==> config.mk <==
export PLATFORM = sky130hd
export DESIGN_NAME = rvm_shift_ctrl
export DESIGN_NICKNAME = d
export VERILOG_FILES = /design/src/rtl/rvm_shift_ctrl_pkg.sv /design/src/rtl/rvm_shift_ctrl_shift.sv /design/src/rtl/rvm_shift_ctrl.sv
export SDC_FILE = /design/constraint.sdc
export NUM_CORES = 1
export LEC_CHECK = 0
export CAP_MARGIN = 30
export CELL_PAD_IN_SITES_DETAIL_PLACEMENT = 0
export CELL_PAD_IN_SITES_GLOBAL_PLACEMENT = 1
export CORE_MARGIN = 1
export CORE_UTILIZATION = 37
export DETAILED_ROUTE_END_ITERATION = 12
export PLACE_DENSITY_LB_ADDON = 0.1
export SKIP_LAST_GASP = 1
export SYNTH_ARGS = -nofsm -noshare
export SYNTH_HDL_FRONTEND = slang
export SYNTH_SLANG_ARGS = --single-unit
==> constraint.sdc <==
create_clock -name clk -period 2 [get_ports clk]
set_input_delay 0.2 -clock clk [delete_from_list [all_inputs] [get_ports clk]]
set_output_delay 0.2 -clock clk [all_outputs]
set_load 0.05 [all_outputs]
==> src/rtl/rvm_shift_ctrl_pkg.sv <==
// -----------------------------------------------------------------------------
// rvm_shift_ctrl_pkg : shift op codes, controller state encodings, helpers
// Rev 1.0
// -----------------------------------------------------------------------------
`default_nettype none

package rvm_shift_ctrl_pkg;

  localparam logic [1:0] RVM_SHIFT_NOP  = 2'd0;
  localparam logic [1:0] RVM_SHIFT_SLL  = 2'd1;
  localparam logic [1:0] RVM_SHIFT_SRL  = 2'd2;
  localparam logic [1:0] RVM_SHIFT_ASR  = 2'd3;

  localparam logic [1:0] RVM_SHCTL_IDLE = 2'd0;
  localparam logic [1:0] RVM_SHCTL_EXEC = 2'd1;
  localparam logic [1:0] RVM_SHCTL_RESP = 2'd2;

  typedef enum logic [1:0] {
    ST_IDLE = RVM_SHCTL_IDLE,
    ST_EXEC = RVM_SHCTL_EXEC,
    ST_RESP = RVM_SHCTL_RESP
  } shctl_state_e;

  typedef struct packed {
    logic [1:0]  op;
    logic [31:0] lhs;
    logic [4:0]  rhs;
  } shift_req_t;

  // Returns the index of the requester to grant; only meaningful if v0|v1.
  function automatic logic pick_grant(input logic v0, input logic v1,
                                      input logic last, input logic rr);
    logic g;
    if (v0 && v1) g = rr ? ~last : 1'b0;
    else          g = v1;
    return g;
  endfunction

endpackage

`default_nettype wire

==> src/rtl/rvm_shift_ctrl_shift.sv <==
// -----------------------------------------------------------------------------
// rvm_shift : 32-bit combinational shifter (NOP yields zero)
// Rev 1.0
// -----------------------------------------------------------------------------
`default_nettype none

module rvm_shift
  import rvm_shift_ctrl_pkg::*;
(
  input  logic [1:0]  op,
  input  logic [31:0] lhs,
  input  logic [4:0]  rhs,
  output logic [31:0] result
);

  always_comb begin
    result = '0;
    unique case (op)
      RVM_SHIFT_SLL: result = lhs << rhs;
      RVM_SHIFT_SRL: result = lhs >> rhs;
      RVM_SHIFT_ASR: result = $unsigned($signed(lhs) >>> rhs);
      default:       result = '0;
    endcase
  end

endmodule

`default_nettype wire

==> src/rtl/rvm_shift_ctrl.sv <==
// -----------------------------------------------------------------------------
// rvm_shift_ctrl : two-requester arbiter and sequencer around one rvm_shift
// Rev 1.0
// -----------------------------------------------------------------------------
`default_nettype none

module rvm_shift_ctrl
  import rvm_shift_ctrl_pkg::*;
#(
  parameter bit RR = 1'b1
) (
  input  logic        clk,
  input  logic        reset,
  input  logic        req0_valid,
  output logic        req0_ready,
  input  logic [1:0]  req0_op,
  input  logic [31:0] req0_lhs,
  input  logic [4:0]  req0_rhs,
  input  logic        req1_valid,
  output logic        req1_ready,
  input  logic [1:0]  req1_op,
  input  logic [31:0] req1_lhs,
  input  logic [4:0]  req1_rhs,
  output logic        rsp0_valid,
  input  logic        rsp0_ready,
  output logic [31:0] rsp0_data,
  output logic        rsp1_valid,
  input  logic        rsp1_ready,
  output logic [31:0] rsp1_data,
  output logic        busy
);

  shctl_state_e state_q, state_d;
  shift_req_t   req_q, req_d;
  logic         owner_q, owner_d;
  logic         last_grant_q, last_grant_d;
  logic [31:0]  resp_q, resp_d;

  logic         grant;
  logic         idle_accept;
  logic [1:0]   dp_op;
  logic [31:0]  dp_result;

  assign grant       = pick_grant(req0_valid, req1_valid, last_grant_q, RR);
  assign idle_accept = !reset && (state_q == ST_IDLE) && (req0_valid || req1_valid);
  assign req0_ready  = idle_accept && !grant;
  assign req1_ready  = idle_accept &&  grant;

  // The shifter only sees live operands while executing.
  assign dp_op = (state_q == ST_EXEC) ? req_q.op : RVM_SHIFT_NOP;

  rvm_shift u_shift (
    .op     (dp_op),
    .lhs    (req_q.lhs),
    .rhs    (req_q.rhs),
    .result (dp_result)
  );

  always_comb begin
    state_d      = state_q;
    req_d        = req_q;
    owner_d      = owner_q;
    last_grant_d = last_grant_q;
    resp_d       = resp_q;
    unique case (state_q)
      ST_IDLE: begin
        if (req0_ready || req1_ready) begin
          req_d        = grant ? '{op: req1_op, lhs: req1_lhs, rhs: req1_rhs}
                               : '{op: req0_op, lhs: req0_lhs, rhs: req0_rhs};
          owner_d      = grant;
          last_grant_d = grant;
          state_d      = ST_EXEC;
        end
      end
      ST_EXEC: begin
        resp_d  = dp_result;
        state_d = ST_RESP;
      end
      ST_RESP: begin
        if (owner_q ? rsp1_ready : rsp0_ready) state_d = ST_IDLE;
      end
      default: state_d = ST_IDLE;
    endcase
  end

  always_ff @(posedge clk) begin
    if (reset) begin
      state_q      <= ST_IDLE;
      req_q        <= '0;
      owner_q      <= 1'b0;
      last_grant_q <= 1'b1;
      resp_q       <= '0;
    end else begin
      state_q      <= state_d;
      req_q        <= req_d;
      owner_q      <= owner_d;
      last_grant_q <= last_grant_d;
      resp_q       <= resp_d;
    end
  end

  assign busy       = (state_q != ST_IDLE);
  assign rsp0_valid = (state_q == ST_RESP) && !owner_q;
  assign rsp1_valid = (state_q == ST_RESP) &&  owner_q;
  assign rsp0_data  = resp_q;
  assign rsp1_data  = resp_q;

endmodule

`default_nettype wire

==> out/qor.yml, run 1 <==
sta:
  period_minus_slack_ps: 2210
  tightest_slew_ps: 591
  fin_crit_sh_pct: 111
  setup_viol: 32
  setup_ws_ps: -214
  slew_headroom_pct: 60.5
  finalHoldViolations: 0
  grt_setup_unrepaired: "true"
  tns_ps: -3130
  fmax_mhz: 452
  fin_skew_ps: 6.82
  finalMaxSlewViolations: 0
placement:
  gp_congestion: 0.915
  post-place-cells: 1385
  place_area_sq_um: 10800
  dpl.hpwl_um: 27200
  port_buffers: 152
cts:
  cts-htree-levels: 3
  postCtsHoldBufs: 0
  cts_inserted_buffers: 9
  clk_latency_ps: 360
  cts_tree: "built"
  cts_sinks: 75
  path_clk_slew_ps: 60
  clk_path_buf_depth: 2
  cts_root_buf: "clkbuf_16"
routing:
  drc: 0
  drt-initial-drc-count: 919
  postRouteAntennaNets: 0
  drt_pass1_iterations: 5
  wl_um: 36800
  vias_per_cell: 6.24
  vias: 9045
  wire_per_inst_um: 25.4
critical_path:
  crit_path_start_kind: "flip-flop"
  crit_path_end_kind: "flip-flop"
  cp_max_fo: 6
  critical_path_class: "reg -> reg"
  arrival_ps: 2470
  critPathRequiredTime_ps: 2250
grt:
  grt_overflow: 0
  grt_max_degree: 44
  grt_usage_pct: 32.8
  grt_pass1_vias: 8403
  antenna_found_initial: 1
  grt_pass1_wl_um: 54000
power:
  power.total_uw: 8980
  p_clk_share_pct: 21.9
  netSwitchingPower_uw: 3620
  swShare_pct: 40.3
  pwr-share-comb_pct: 56.4
  powerDensity_nw_per_um2: 729
  power_frac_seq_pct: 21.7
  ir_drop_v: 0.000409
  p_leak_uw: 0.00460
  internal_power_uw: 5370
synthesis:
  syn_avg_cell_area_sq_um: 8.93
  synth-seq-cells: 75
  synth-warning-count: 0
  yosysSeqAreaShare_pct: 18.9
  synth_area_leaders: "dfxtp_1, mux4_2, mux2i_1"
  netlist.area_leader.share_pct: 18.9
  ys_types: 70
  synthCells: 888
  yosysTopAreaCell: "dfxtp_1"
  synthFlopType: "dfxtp_1"
  synth_edf_count: 0
  async_flop_share_pct: 0
  mappedNetlistNets: 972
  synth_area_sq_um: 7930
floorplan:
  die_x_um: 148
  start_util_pct: 37.7
  io_pins: 153
  dieArea_sq_um: 22000
  die_y_um: 148
  core_area_sq_um: 21000
  rows: 53
layout:
  layout_commonest_cell: "buf_4"
  stdcell_count: 1449
  final_cell_mix: "buf_4, clkdlybuf4s50_1, mux2i_1"
  fin_util_pct: 58.6
  areaGrowthSynthToFinish_pct: 55.3
  drive_gt1_share_pct: 42.8
  nets: 1253
  n_antenna_cell: 0
  design_area_sq_um: 12300
  fillers: 1791
status:
  violations: "negative setup slack"
  status: "finished with violations"
min_path:
  hold_path_class: "in -> reg"
run:
  drv_cap: 0
==> registers in the layout, summed over array words and instances, names as in the netlist <==
register,cells
rsp0_data,32
req_q,39
state_q,2
owner_q,1
last_grant_q,1
==> per-layer routing <==
metal	track usage [%]	vias up	wire length [um]
met1	45.6	4504	15600
met5	0	-	17
met3	4.75	79	2910
li1	-	3969	-
met2	51.7	491	17000
met4	11.1	2	1190
==> cell families (layout without fill, tap and decap cells) <==
group	Yosys count	in the layout	share of synthesized area, %
flip-flops	75	75	18.9
multiplexers	190	190	35.2
buffers and inverters	154	440	10.9
AO/OA/AOI/OAI	228	228	20.6
AND/OR/NAND/NOR	241	241	14.4
==> worst max-delay path: stages (launching register included) <==
cell and delay (ps):
dfxtp_4 430, buf_12 160, buf_6 120, mux4_2 570, mux2i_4 210, nor2_1 60, or3_1 310, a32o_1 250
==> per-stage QoR <==
step	setup WS, ps	hold slack (ps)
floorplan	-87.4	419
global placement	-293	494
detailed placement	-315	496
CTS	-148	368
global route	-244	430
finish	-214	374
==> cell type report <==
cell class,instances,area [sq um],area share [%]
repair buffers,419,3970,32.2
flip-flops and latches,75,1520,12.4
clock inverters,7,116,0.945
multi-input cells,659,6110,49.6
clock buffers,9,225,1.83
well taps,275,344,2.79
inverters,5,22.5,0.183
==> synthesized netlist by cell type, types with 3 or more instances <==
cell type,count
o22ai_1,16
mux4_1,9
mux4_2,56
a41oi_1,6
a222oi_1,3
o311ai_0,3
o21ai_0,28
mux2i_1,93
a31oi_1,14
nor3b_1,3
nor2b_1,8
buf_4,46
clkinv_1,3
nand2b_1,8
nor3_1,10
a22oi_1,11
a221oi_1,11
a211oi_1,55
o211ai_1,17
a32oi_1,6
a21oi_1,25
clkbuf_1,65
buf_2,25
nand3_1,26
or2_2,4
nor4bb_1,3
mux2_2,32
dfxtp_1,75
and3_1,6
nand2_1,76
a21boi_0,3
nand3b_1,3
nor2_1,76
buf_6,10
and2_1,5
==> path summary, 6_finish.rpt <==
| path | start | endpoint | slack, ps | depth (start not counted) |
|---|---|---|---|---|
| hold / removal | reset | rsp0_data[12]$_SDFFE_PP0N_ | 370 | 4 |
| hold reg to reg | owner_q$_SDFFE_PP0P_ | owner_q$_SDFFE_PP0P_ | 510 | 2 |
| setup reg to reg | req_q[1]$_SDFFE_PP0P_ | rsp0_data[6]$_SDFFE_PP0N_ | -210 | 7 |
| setup / recovery | req_q[1]$_SDFFE_PP0P_ | rsp0_data[6]$_SDFFE_PP0N_ | -210 | 7 |
==> power groups by stage <==
stage                     Combinational (uW)  Clock [uW]  Sequential, uW
after global routing                    5290        2040            1950
after detailed placement                4170           0            1990
after global placement                  4120           0            1980
after floorplan                         2410           0            1850
after CTS                               4550        2000            1910
final                                   5060        1970            1950
==> what timing repair did <==
action                                  4_1_cts  5_1_grt
endpoints found under the hold margin         0        0
setup buffers                                24       22
endpoints found under the setup margin       34       32
gates cloned                                  1        5
pin swaps                                    21       38
gates resized for setup                      68      112
No activity file was read; power rests on OpenSTA's default activity.
==> inputs of run 2 (changes only) <==
MAX_ROUTING_LAYER = met4   (was unset)
==> run 2 against run 1 <==
- the run still ends with negative setup slack left
- wire length grew 2.6%
- combinational power grew 4%
- clock power shrank 10%
- sequential share of layout area shrank 0.18 points
- register-to-register slack lost 20 ps
- clock skew grew 7.8 ps
- maximum frequency shrank 0.94%
- non-clock buffer count grew 14
- final cell count grew 0.97%
==> out/qor.yml, run 2 (same netlist as run 1, synthesis figures left out) <==
power:
  pwr-share-comb_pct: 58.5  # +2.1 points
  swShare_pct: 41.9  # +1.6 points
  p_leak_uw: 0.00467  # +1.6%
  power_frac_seq_pct: 21.8  # about the same
  powerDensity_nw_per_um2: 723  # -0.93%
  ir_drop_v: 0.000408  # -0.44%
  p_clk_share_pct: 19.7  # -2.2 points
  internal_power_uw: 5230  # -2.5%
  netSwitchingPower_uw: 3770  # +4.3%
critical_path:
  critPathRequiredTime_ps: 2220  # -30 ps
  critical_path_class: "reg -> reg"
  crit_path_end_kind: "flip-flop"
  arrival_ps: 2450  # -20 ps
  crit_path_start_kind: "flip-flop"
  cp_max_fo: 7  # +1
grt:
  grtUsageMet3_pct: 7.42  # +2.7 points
  grt_max_degree: 41  # -6.8%
  use_met1_pct: 44.5  # -1.1 points
  top_usage_layer: "met2"
  grtUsageMet2_pct: 51.9  # +0.12 points
  grt_pass1_vias: 8579  # +2.1%
  grt_overflow: 0  # unchanged
  grt_pass1_wl_um: 54400  # +0.60%
  antenna_found_initial: 0  # -1
  grt_usage_pct: 34.3  # +1.6 points
routing:
  drc: 0  # unchanged
  vias: 9169  # +1.4%
  postRouteAntennaNets: 0  # unchanged
  wire_per_inst_um: 25.8  # +1.6%
  drt_pass1_iterations: 5  # unchanged
  drt-initial-drc-count: 994  # +8.2%
  vias_per_cell: 6.27  # +0.40%
  wl_um: 37700  # +2.6%
cts:
  postCtsHoldBufs: 0  # unchanged
  clk_latency_ps: 370  # about the same
  cts_root_buf: "clkbuf_16"
  path_clk_slew_ps: 60  # about the same
  clk_path_buf_depth: 2  # unchanged
  cts_inserted_buffers: 9  # unchanged
  cts-htree-levels: 3  # unchanged
  cts_sinks: 75  # unchanged
  cts_tree: "built"
sta:
  setup_viol: 29  # -9.4%
  tightest_slew_ps: 613  # +22.0 ps
  whs_ps: 327  # -46.9 ps
  finalHoldViolations: 0  # unchanged
  setup_ws_ps: -235  # -20.9 ps
  tns_ps: -3580  # -452 ps
  grt_setup_unrepaired: "true"
  finalMaxSlewViolations: 0  # unchanged
  fin_crit_sh_pct: 112  # +1.0 points
  slew_headroom_pct: 59.1  # -1.5 points
  fmax_mhz: 447  # -0.94%
  period_minus_slack_ps: 2240  # +20.9 ps
  fin_skew_ps: 14.6  # +7.75 ps
layout:
  largest_register_ffs: 39  # unchanged
  fin_util_pct: 59.3  # +0.71 points
  areaGrowthSynthToFinish_pct: 57.1
  design_area_sq_um: 12500  # +1.2%
  stdcell_count: 1463  # +0.97%
  layout_commonest_cell: "buf_4"
  n_antenna_cell: 0  # unchanged
  top_register: "req_q"
  nets: 1267  # +1.1%
  final_cell_mix: "buf_4, clkdlybuf4s50_1, nor2_1, mux2i_1, nand2_1"
  drive_gt1_share_pct: 43.6  # +0.76 points
floorplan:
  io_pins: 153  # unchanged
  dieArea_sq_um: 22000  # unchanged
  die_x_um: 148  # unchanged
  die_y_um: 148  # unchanged
  rows: 53  # unchanged
  start_util_pct: 37.7  # unchanged
  core_area_sq_um: 21000  # unchanged
placement:
  gp_congestion: 0.983  # +7.4%
  place_area_sq_um: 10800  # +0.19%
  port_buffers: 152  # unchanged
  dpl.hpwl_um: 27100  # -0.26%
  post-place-cells: 1386  # +0.072%
status:
  violations: "negative setup slack"
  status: "finished with violations"
min_path:
  hold_path_class: "in -> reg"
run:
  drv_cap: 0  # unchanged
## run 2: cell count changes in the layout (fill, tap and decap cells not counted), sizes merged
cell      before  now
buf          268  284
clkbuf        14   11
bufinv         3    1
inv            2    4
bufbuf         0    1
clkinv         5    4
clkinvlp       2    3
## run 2: worst max-delay path, stage by stage, from the launching register on
cell	delay, ps
dfxtp_4	390
buf_6	140
buf_12	130
buf_8	130
buf_4	140
mux2_2	330
o21ai_0	250
a211oi_1	100
buf_4	170
a211oi_1	200
a211oi_1	100
## run 2: final timing paths
kind,from,endpoint,slack [ps],cells past startpoint
setup / recovery,req_q[1]$_SDFFE_PP0P_,rsp0_data[25]$_SDFFE_PP0N_,-240,10
hold / removal,reset,rsp0_data[8]$_SDFFE_PP0N_,330,4
setup reg to reg,req_q[1]$_SDFFE_PP0P_,rsp0_data[25]$_SDFFE_PP0N_,-240,10
hold reg to reg,rsp0_data[23]$_SDFFE_PP0N_,rsp0_data[23]$_SDFFE_PP0N_,500,2
## run 2: metrics by stage
| stage | power [uW] | setup slack (ps) |
|---|---|---|
| finish | 9010 | -235 |
| global route | 9290 | -300 |
| CTS | 8420 | -142 |
| detailed placement | 6200 | -445 |
| global placement | 6170 | -447 |
| floorplan | 4250 | -87.4 |
## run 2: what timing repair did
action / 4_1_cts / 5_1_grt
resized for setup: 93 / 110
pin swaps: 20 / 35
setup buffers: 29 / 34
endpoints found under the setup margin: 33 / 32
cloned: 2 / 2
## run 2: layout make-up
| type | count | area (sq um) |
|---|---|---|
| clock buffer | 9 | 225 |
| clock inverter | 7 | 75.1 |
| fill | 1786 | 8560 |
| inverter | 5 | 22.5 |
| multi-input combinational | 659 | 6210 |
| sequential | 75 | 1520 |
| tap | 275 | 344 |
| timing repair buffer | 433 | 4070 |
## run 2: power by group through the flow
stage,sequential (uW),combinational [uW],clock (uW)
2_1_floorplan,1850,2410,0
3_3_place_gp,2000,4160,0
3_5_place_dp,2010,4190,0
4_1_cts,1940,4700,1780
5_1_grt,1980,5470,1840
6_report,1970,5260,1770
## run 2: per-layer routing
layer | share of wire [%] | vias to the layer above
met2 | 46 | 615
met5 | 0 | -
li1 | - | 3983
met4 | 3.8 | 0
met1 | 41 | 4446
met3 | 8.9 | 125
